==> config.mk <==
export PLATFORM = sky130hd
export DESIGN_NAME = muldiv_unit
export DESIGN_NICKNAME = d
export VERILOG_FILES = /design/src/rtl/rv_pkg.sv /design/src/rtl/muldiv_negate.sv /design/src/rtl/muldiv_unit.sv
export SDC_FILE = /design/constraint.sdc
export NUM_CORES = 2
export LEC_CHECK = 0
export BUFFER_PORTS_ARGS = -buffer_cell sky130_fd_sc_hd__buf_2
export CAP_MARGIN = 40
export CORE_MARGIN = 4
export CORE_UTILIZATION = 45
export CTS_CLUSTER_SIZE = 30
export DETAILED_ROUTE_END_ITERATION = 7
export SLEW_MARGIN = 20
export SYNTH_ARGS = -nofsm -noshare
export SYNTH_HDL_FRONTEND = slang
export SYNTH_SLANG_ARGS = --single-unit
==> constraint.sdc <==
create_clock -name clk -period 13 [get_ports clk]
set_clock_uncertainty 0.05 [all_clocks]
set_input_delay 1.3 -clock clk [delete_from_list [all_inputs] [get_ports clk]]
set_output_delay 1.3 -clock clk [all_outputs]
set_load 0.01 [all_outputs]
==> src/rtl/rv_pkg.sv <==
//------------------------------------------------------------------------------
// Module      : rv_pkg
// Description : RV64M funct3 encodings, default widths and muldiv state type.
// Revision    : 1.0 - initial release
//------------------------------------------------------------------------------
`default_nettype none

package rv_pkg;

    localparam int RV_XLEN       = 64;
    localparam int RV_REG_ADDR_W = 5;

    localparam logic [2:0] F3_MUL    = 3'b000;
    localparam logic [2:0] F3_MULH   = 3'b001;
    localparam logic [2:0] F3_MULHSU = 3'b010;
    localparam logic [2:0] F3_MULHU  = 3'b011;
    localparam logic [2:0] F3_DIV    = 3'b100;
    localparam logic [2:0] F3_DIVU   = 3'b101;
    localparam logic [2:0] F3_REM    = 3'b110;
    localparam logic [2:0] F3_REMU   = 3'b111;

    typedef enum logic [1:0] {
        IDLE = 2'd0,
        CALC = 2'd1,
        DONE = 2'd2
    } state_t;

    // Operand a is treated as signed by MULH, MULHSU, DIV and REM.
    function automatic logic signed_on_a(input logic [2:0] f3);
        return (f3 == F3_MULH) || (f3 == F3_MULHSU) || (f3 == F3_DIV) || (f3 == F3_REM);
    endfunction

    function automatic logic signed_on_b(input logic [2:0] f3);
        return (f3 == F3_MULH) || (f3 == F3_DIV) || (f3 == F3_REM);
    endfunction

endpackage

`default_nettype wire

==> src/rtl/muldiv_negate.sv <==
//------------------------------------------------------------------------------
// Module      : muldiv_negate
// Description : Conditional two's-complement negator.
// Revision    : 1.0 - initial release
//------------------------------------------------------------------------------
`default_nettype none

module muldiv_negate #(
    parameter int W = 64
) (
    input  logic [W-1:0] din,
    input  logic         neg,
    output logic [W-1:0] dout
);

    assign dout = neg ? (~din + {{(W-1){1'b0}}, 1'b1}) : din;

endmodule

`default_nettype wire

==> src/rtl/muldiv_unit.sv <==
//------------------------------------------------------------------------------
// Module      : muldiv_unit
// Description : Iterative RV64M multiply/divide unit, one bit per cycle.
// Revision    : 1.0 - initial release
//------------------------------------------------------------------------------
`default_nettype none

module muldiv_unit
    import rv_pkg::*;
#(
    parameter int XLEN       = RV_XLEN,
    parameter int REG_ADDR_W = RV_REG_ADDR_W
) (
    input  logic                  clk,
    input  logic                  reset,
    input  logic                  start,
    input  logic                  kill,
    input  logic [2:0]            funct3,
    input  logic [XLEN-1:0]       op_a,
    input  logic [XLEN-1:0]       op_b,
    input  logic [REG_ADDR_W-1:0] rd_in,
    output logic                  busy,
    output logic                  done,
    output logic                  reg_write,
    output logic [REG_ADDR_W-1:0] rd_out,
    output logic [XLEN-1:0]       result
);

    localparam int CNT_W = $clog2(XLEN + 1);

    state_t              state, next_state;
    logic [CNT_W-1:0]    counter;
    logic [2:0]          op_r;
    logic                sign_a, sign_b;
    logic [XLEN-1:0]     operand;
    logic [2*XLEN-1:0]   acc;
    logic [XLEN-1:0]     rem;

    logic                accept;
    logic                in_sign_a, in_sign_b;
    logic [XLEN-1:0]     mag_a, mag_b;
    logic                div_zero, div_ovf, special;
    logic [XLEN-1:0]     special_result;

    logic [XLEN:0]       mul_sum;
    logic [2*XLEN-1:0]   acc_mul_next, acc_div_next;
    logic [XLEN:0]       div_shift;
    logic                div_ge;
    logic [XLEN-1:0]     rem_next;
    logic [2*XLEN-1:0]   prod_signed;
    logic                div_neg;
    logic [XLEN-1:0]     div_sel, div_signed;
    logic [XLEN-1:0]     final_result;

    assign accept    = (state == IDLE) && start && !kill;
    assign in_sign_a = signed_on_a(funct3) && op_a[XLEN-1];
    assign in_sign_b = signed_on_b(funct3) && op_b[XLEN-1];

    muldiv_negate #(.W(XLEN)) u_neg_a (.din(op_a), .neg(in_sign_a), .dout(mag_a));
    muldiv_negate #(.W(XLEN)) u_neg_b (.din(op_b), .neg(in_sign_b), .dout(mag_b));

    assign div_zero = funct3[2] && (op_b == '0);
    assign div_ovf  = ((funct3 == F3_DIV) || (funct3 == F3_REM)) &&
                      (op_a == {1'b1, {(XLEN-1){1'b0}}}) && (op_b == '1);
    assign special  = div_zero || div_ovf;

    always_comb begin
        special_result = '0;
        if (div_zero)
            special_result = funct3[1] ? op_a : '1;
        else if (div_ovf)
            special_result = funct3[1] ? '0 : op_a;
    end

    // Multiply: acc = {partial sum, remaining multiplier bits}, shifted right each step.
    assign mul_sum      = {1'b0, acc[2*XLEN-1:XLEN]} + {1'b0, (acc[0] ? operand : {XLEN{1'b0}})};
    assign acc_mul_next = {mul_sum, acc[XLEN-1:1]};

    // Divide: dividend shifts out of acc's low half while quotient bits shift in.
    assign div_shift    = {rem, acc[XLEN-1]};
    assign div_ge       = div_shift >= {1'b0, operand};
    assign rem_next     = div_ge ? (div_shift[XLEN-1:0] - operand) : div_shift[XLEN-1:0];
    assign acc_div_next = {acc[2*XLEN-1:XLEN], acc[XLEN-2:0], div_ge};

    muldiv_negate #(.W(2*XLEN)) u_neg_prod (
        .din  (acc_mul_next),
        .neg  ((op_r == F3_MULHSU) ? sign_a : (sign_a ^ sign_b)),
        .dout (prod_signed)
    );

    assign div_sel = op_r[1] ? rem_next : acc_div_next[XLEN-1:0];
    assign div_neg = op_r[1] ? sign_a : (sign_a ^ sign_b);

    muldiv_negate #(.W(XLEN)) u_neg_div (.din(div_sel), .neg(div_neg), .dout(div_signed));

    always_comb begin
        final_result = div_signed;
        if (!op_r[2])
            final_result = (op_r == F3_MUL) ? prod_signed[XLEN-1:0] : prod_signed[2*XLEN-1:XLEN];
    end

    always_ff @(posedge clk or negedge reset) begin
        if (!reset)
            state <= IDLE;
        else
            state <= next_state;
    end

    always_comb begin
        next_state = state;
        case (state)
            IDLE: if (accept) next_state = special ? DONE : CALC;
            CALC: begin
                if (kill)
                    next_state = IDLE;
                else if (counter == CNT_W'(1))
                    next_state = DONE;
            end
            DONE:    next_state = IDLE;
            default: next_state = IDLE;
        endcase
    end

    assign busy      = (state != IDLE);
    assign done      = (state == DONE) && !kill;
    assign reg_write = done;

    always_ff @(posedge clk or negedge reset) begin
        if (!reset) begin
            counter <= '0;
            op_r    <= '0;
            sign_a  <= 1'b0;
            sign_b  <= 1'b0;
            operand <= '0;
            acc     <= '0;
            rem     <= '0;
            rd_out  <= '0;
            result  <= '0;
        end else begin
            case (state)
                IDLE: begin
                    if (accept) begin
                        op_r    <= funct3;
                        rd_out  <= rd_in;
                        sign_a  <= in_sign_a;
                        sign_b  <= in_sign_b;
                        counter <= CNT_W'(XLEN);
                        rem     <= '0;
                        if (funct3[2]) begin
                            operand <= mag_b;
                            acc     <= {{XLEN{1'b0}}, mag_a};
                        end else begin
                            operand <= mag_a;
                            acc     <= {{XLEN{1'b0}}, mag_b};
                        end
                        if (special)
                            result <= special_result;
                    end
                end
                CALC: begin
                    if (!kill) begin
                        counter <= counter - CNT_W'(1);
                        if (op_r[2]) begin
                            acc <= acc_div_next;
                            rem <= rem_next;
                        end else begin
                            acc <= acc_mul_next;
                        end
                        if (counter == CNT_W'(1))
                            result <= final_result;
                    end
                end
                default: ;
            endcase
        end
    end

endmodule

`default_nettype wire
==> summary.md <==
| Metric | Value |
|---|---|
| Number of DRC markers after the initial detailed-route iteration | 5504 |
| Worst Setup Slack post-DPL | 5.783 ns |
| Setup-violating endpoint count in the final report | 0 |
| Post-cts repair resize count | 0 |
| Part of the total power dissipated in the clock network | 0.163 |
| Power density relative to cell area | 216.0 nW/um2 |
| Internal power consumption | 3.817 mW |
| Synthesized area | 35810 um2 |
| Clock tree sinks | 339 |
| RSZ-0062 raised after global routing | no |
| Share of synthesized area occupied by flip-flops and latches | 0.2369 |
| Mean post-synth cell area | 7.226 um2 |
| DRC Markers | 0 |
| Number of buffers between clock root and the deepest sink | 3 |
| Post-CTS clock slew at the launch and capture registers of the worst setup and hold paths | 0.06 ns |
| Final TNS setup | 0 ns |
| Result of the run | finished, final reports clean |
| Synthesis-stage register bit count | 339 |
| Pin count of the biggest net entering global routing | 108 |
| Max FO, Critical Path | 40 |
| H-tree levels | 2 |
| Post-synthesis to final-layout area growth | 9.800% |
| Post-DRT Antenna Nets | 0 |
| Clock tree from TritonCTS | yes |
| Hold Violations, Final | 0 |
| First-pass GRT wire length | 255700 um |
| Slack of the worst reg-to-reg path | 6.07 ns |
| CTS Hold Buffers Added | 0 |
| Fraction of layout instances using a drive strength above 1 | 0.09681 |
| Post-synthesis cell type count | 113 |
| Capture instance of the worst register-to-register path | result[62]$_DFFE_PN0P_ |
| Biggest area consumer among synthesized cells | sky130_fd_sc_hd__dfrtp_1 |
| Initial core utilization | 0.4541 |
| Die height | 290.1 um |
| Min-delay worst type | flip-flop to flip-flop |
| Wire length per cell | 29.53 um |
| Final wirelength | 178100 um |
| Worst Setup Slack, final | 6.066 ns |
| Number of buffers inserted to repair setup after CTS | 0 |
| Gr usage total | 0.4034 |
| Number of synthesized flops with an enable pin | 0 |
| Normalized max-slew margin | 0.3639 |
| Depth of the worst hold-timing path | 2 |
| Critical Path Start Type | flip-flop |
| Combinational cell fraction of total power | 0.593 |
| Sequential power share | 0.244 |
| Post-route clock period utilization | 0.5334 |
| Arrival time of data at the critical path endpoint | 7.41 ns |
| Core Rows | 103 |
| Number of slew-limit violations in the final report | 0 |
| Half-perimeter wire length after placement | 140800 um |
| Layout net count | 5220 |
| Count of TritonRoute iterations in the first routing pass | 7 |
| Die outline area | 84160 um2 |
| Detailed-route vias per instance | 6.598 |
| Worst-case hold path end point | result[6]$_DFFE_PN0P_ |
| Overall via count from detail_route | 39790 |
| Launch point of the worst hold path | result[6]$_DFFE_PN0P_ |
| Cell count after synthesis | 4956 |
| Main synth FF type | sky130_fd_sc_hd__dfrtp_1 |
| Final Hold Slack | 0.4259 ns |
| Synth async-reset ratio | 1.000 |
| Worst skew pair latency | 0.63 ns |
| Upper clock frequency limit | 144.2 MHz |
| Floorplan core area | 78870 um2 |
| Top cells by area in the synthesized netlist | sky130_fd_sc_hd__dfrtp_1, sky130_fd_sc_hd__a21oi_1, sky130_fd_sc_hd__o21ai_0 |
| Number of global-route vias before repair | 36380 |
| Max Cap Violations | 0 |
| Number of clock buffers inserted by TritonCTS | 46 |
| Maximum resistive drop on vdd | 0.0001050 V |
| Total I/O pin count | 212 |
| Shortest period the worst path allows | 6.934 ns |
| Area share of the largest cell type after synthesis | 0.2369 |
| Worst-margin pin slew | 0.9499 ns |
| Routability congestion estimate from global placement | 1.077 |
| Total number of yosys warnings | 0 |
| Synth cell count leaders | sky130_fd_sc_hd__nor2_1, sky130_fd_sc_hd__a21oi_1, sky130_fd_sc_hd__nand2_1 |
| Most used standard cell by instance count after synthesis | sky130_fd_sc_hd__nor2_1 |
| Clock root buffer master | sky130_fd_sc_hd__clkbuf_16 |
| WS Path Type | flip-flop to flip-flop |
| Antenna violations before repair | 22 |
| Depth of the most critical reg-to-reg path | 18 |
| Reg-to-reg critical path startpoint | operand[1]$_DFFE_PN0P_ |
| Worst Path Required | 13.48 ns |
| Synth Net Count | 5233 |
| PortBufs | 211 |
| Horiz. Die Dim | 290.1 um |
| Cell leakage power | 16.21 nW |
| Worst setup path start | operand[1]$_DFFE_PN0P_ |
| Net Sw Frac | 0.5507 |
| Grt total ovfl | 0 |
| NetSw | 4.679 mW |
| Kind of end point of the critical path | flip-flop |
## through the flow
| step | cell area [um2] | power, mW | utilization | instances |
|---|---|---|---|---|
| 2_1_floorplan | 35810 | 4.905 | - | 4956 |
| 3_3_place_gp | 37340 | 6.793 | 0.4734 | 5918 |
| 3_5_place_dp | 37550 | 6.809 | 0.4761 | 5935 |
| 4_1_cts | 39120 | 8.219 | 0.4961 | 6019 |
| 5_1_grt | 39320 | 8.864 | 0.4985 | 6029 |
| 6_report | 39320 | 8.496 | 0.4986 | 6031 |
## critical path, cell delays in order, from the launching register on
cell and delay, ns:
sky130_fd_sc_hd__dfrtp_1 0.50, sky130_fd_sc_hd__inv_1 0.17, sky130_fd_sc_hd__ha_1 0.52, sky130_fd_sc_hd__or2b_1 0.30
sky130_fd_sc_hd__a21o_1 0.25, sky130_fd_sc_hd__a2111oi_4 0.43, sky130_fd_sc_hd__o2111a_2 0.38, sky130_fd_sc_hd__o2111ai_4 0.12
sky130_fd_sc_hd__buf_4 0.31, sky130_fd_sc_hd__nand3_4 0.18, sky130_fd_sc_hd__buf_4 0.60, sky130_fd_sc_hd__mux2_2 0.43
sky130_fd_sc_hd__mux2_2 0.31, sky130_fd_sc_hd__nor3_4 0.60, sky130_fd_sc_hd__nand4_2 0.42, sky130_fd_sc_hd__or4_4 0.65
sky130_fd_sc_hd__nor4_1 0.35, sky130_fd_sc_hd__a211oi_1 0.09, sky130_fd_sc_hd__a21oi_1 0.13
## cells in the final DEF (no fill, tap or decap), types with 14 or more instances in the layout
cell type,synthesis,routed
sky130_fd_sc_hd__a211oi_1,42,42
sky130_fd_sc_hd__a21o_1,61,61
sky130_fd_sc_hd__a21oi_1,557,557
sky130_fd_sc_hd__a221oi_1,19,19
sky130_fd_sc_hd__a22o_1,50,50
sky130_fd_sc_hd__a31oi_1,78,78
sky130_fd_sc_hd__a41oi_1,25,25
sky130_fd_sc_hd__and2_1,90,89
sky130_fd_sc_hd__and3_1,21,21
sky130_fd_sc_hd__and4_1,14,14
sky130_fd_sc_hd__buf_2,38,216
sky130_fd_sc_hd__buf_4,4,70
sky130_fd_sc_hd__clkbuf_16,0,46
sky130_fd_sc_hd__dfrtp_1,339,337
sky130_fd_sc_hd__ha_1,135,135
sky130_fd_sc_hd__inv_1,134,133
sky130_fd_sc_hd__mux2i_1,113,113
sky130_fd_sc_hd__nand2_1,531,528
sky130_fd_sc_hd__nand2b_1,32,31
sky130_fd_sc_hd__nand3_1,66,66
sky130_fd_sc_hd__nand4_1,109,109
sky130_fd_sc_hd__nor2_1,582,578
sky130_fd_sc_hd__nor3_1,112,111
sky130_fd_sc_hd__nor4_1,47,47
sky130_fd_sc_hd__o211ai_1,72,72
sky130_fd_sc_hd__o21a_1,32,32
sky130_fd_sc_hd__o21ai_0,448,448
sky130_fd_sc_hd__o21ai_1,20,19
sky130_fd_sc_hd__o21bai_1,23,23
sky130_fd_sc_hd__o31ai_1,67,67
sky130_fd_sc_hd__o41ai_1,30,30
sky130_fd_sc_hd__or2_2,21,21
sky130_fd_sc_hd__or3_1,48,48
sky130_fd_sc_hd__or4_1,18,18
sky130_fd_sc_hd__xnor2_1,219,217
sky130_fd_sc_hd__xor2_1,173,171
## power groups by stage
stage | logic, mW | clock network, mW | registers (mW)
floorplan | 3.28 | 0 | 1.62
global placement | 4.74 | 0 | 2.05
detailed placement | 4.76 | 0 | 2.05
CTS | 4.79 | 1.39 | 2.03
global route | 5.35 | 1.43 | 2.08
finish | 5.04 | 1.38 | 2.08
## metal layers
| metal | global-route usage | wire length, um |
|---|---|---|
| met1 | 0.5610 | 73950 |
| met2 | 0.5799 | 72480 |
| met3 | 0.1447 | 24260 |
| met4 | 0.1335 | 7283 |
| met5 | 0 | 98 |
## cells by family (layout without fill, tap and decap cells)
family,after synthesis,after routing,synth area share
fa+ha+maj,137,137,0.04828
mux,119,119,0.03347
buf+inv,499,522,0.05530
flops,339,339,0.2369
compound gates,1694,1694,0.2951
simple gates,1776,1776,0.2352
other cells,0,2,0
xor+xnor,392,392,0.09586
## worst max path at each step
stage | to | slack [ns]
2_1_floorplan | result[62]$_DFFE_PN0P_ | 6.91
3_3_place_gp | result[43]$_DFFE_PN0P_ | 5.77
3_5_place_dp | result[43]$_DFFE_PN0P_ | 5.78
4_1_cts | result[62]$_DFFE_PN0P_ | 6.24
5_1_grt | result[62]$_DFFE_PN0P_ | 5.72
6_report | result[62]$_DFFE_PN0P_ | 6.07
## final cells by class
| type | count | area, um2 |
|---|---|---|
| antenna | 2 | 5.005 |
| inverter | 134 | 503.0 |
| multi-input combinational | 4118 | 25460 |
| timing repair buffer | 304 | 1972 |
| fill | 8089 | 39550 |
| clock buffer | 59 | 1270 |
| clock inverter | 25 | 306.5 |
| tap | 1050 | 1314 |
| sequential | 339 | 8491 |
## registers in the layout, summed over array words and instances (netlist names)
signal   flops
state        2
acc        128
op_r         3
sign_a       1
counter      7
operand     64
rd_out       5
rem         64
result      64
sign_b       1
Note: power is estimated with default switching activity, not from simulation.
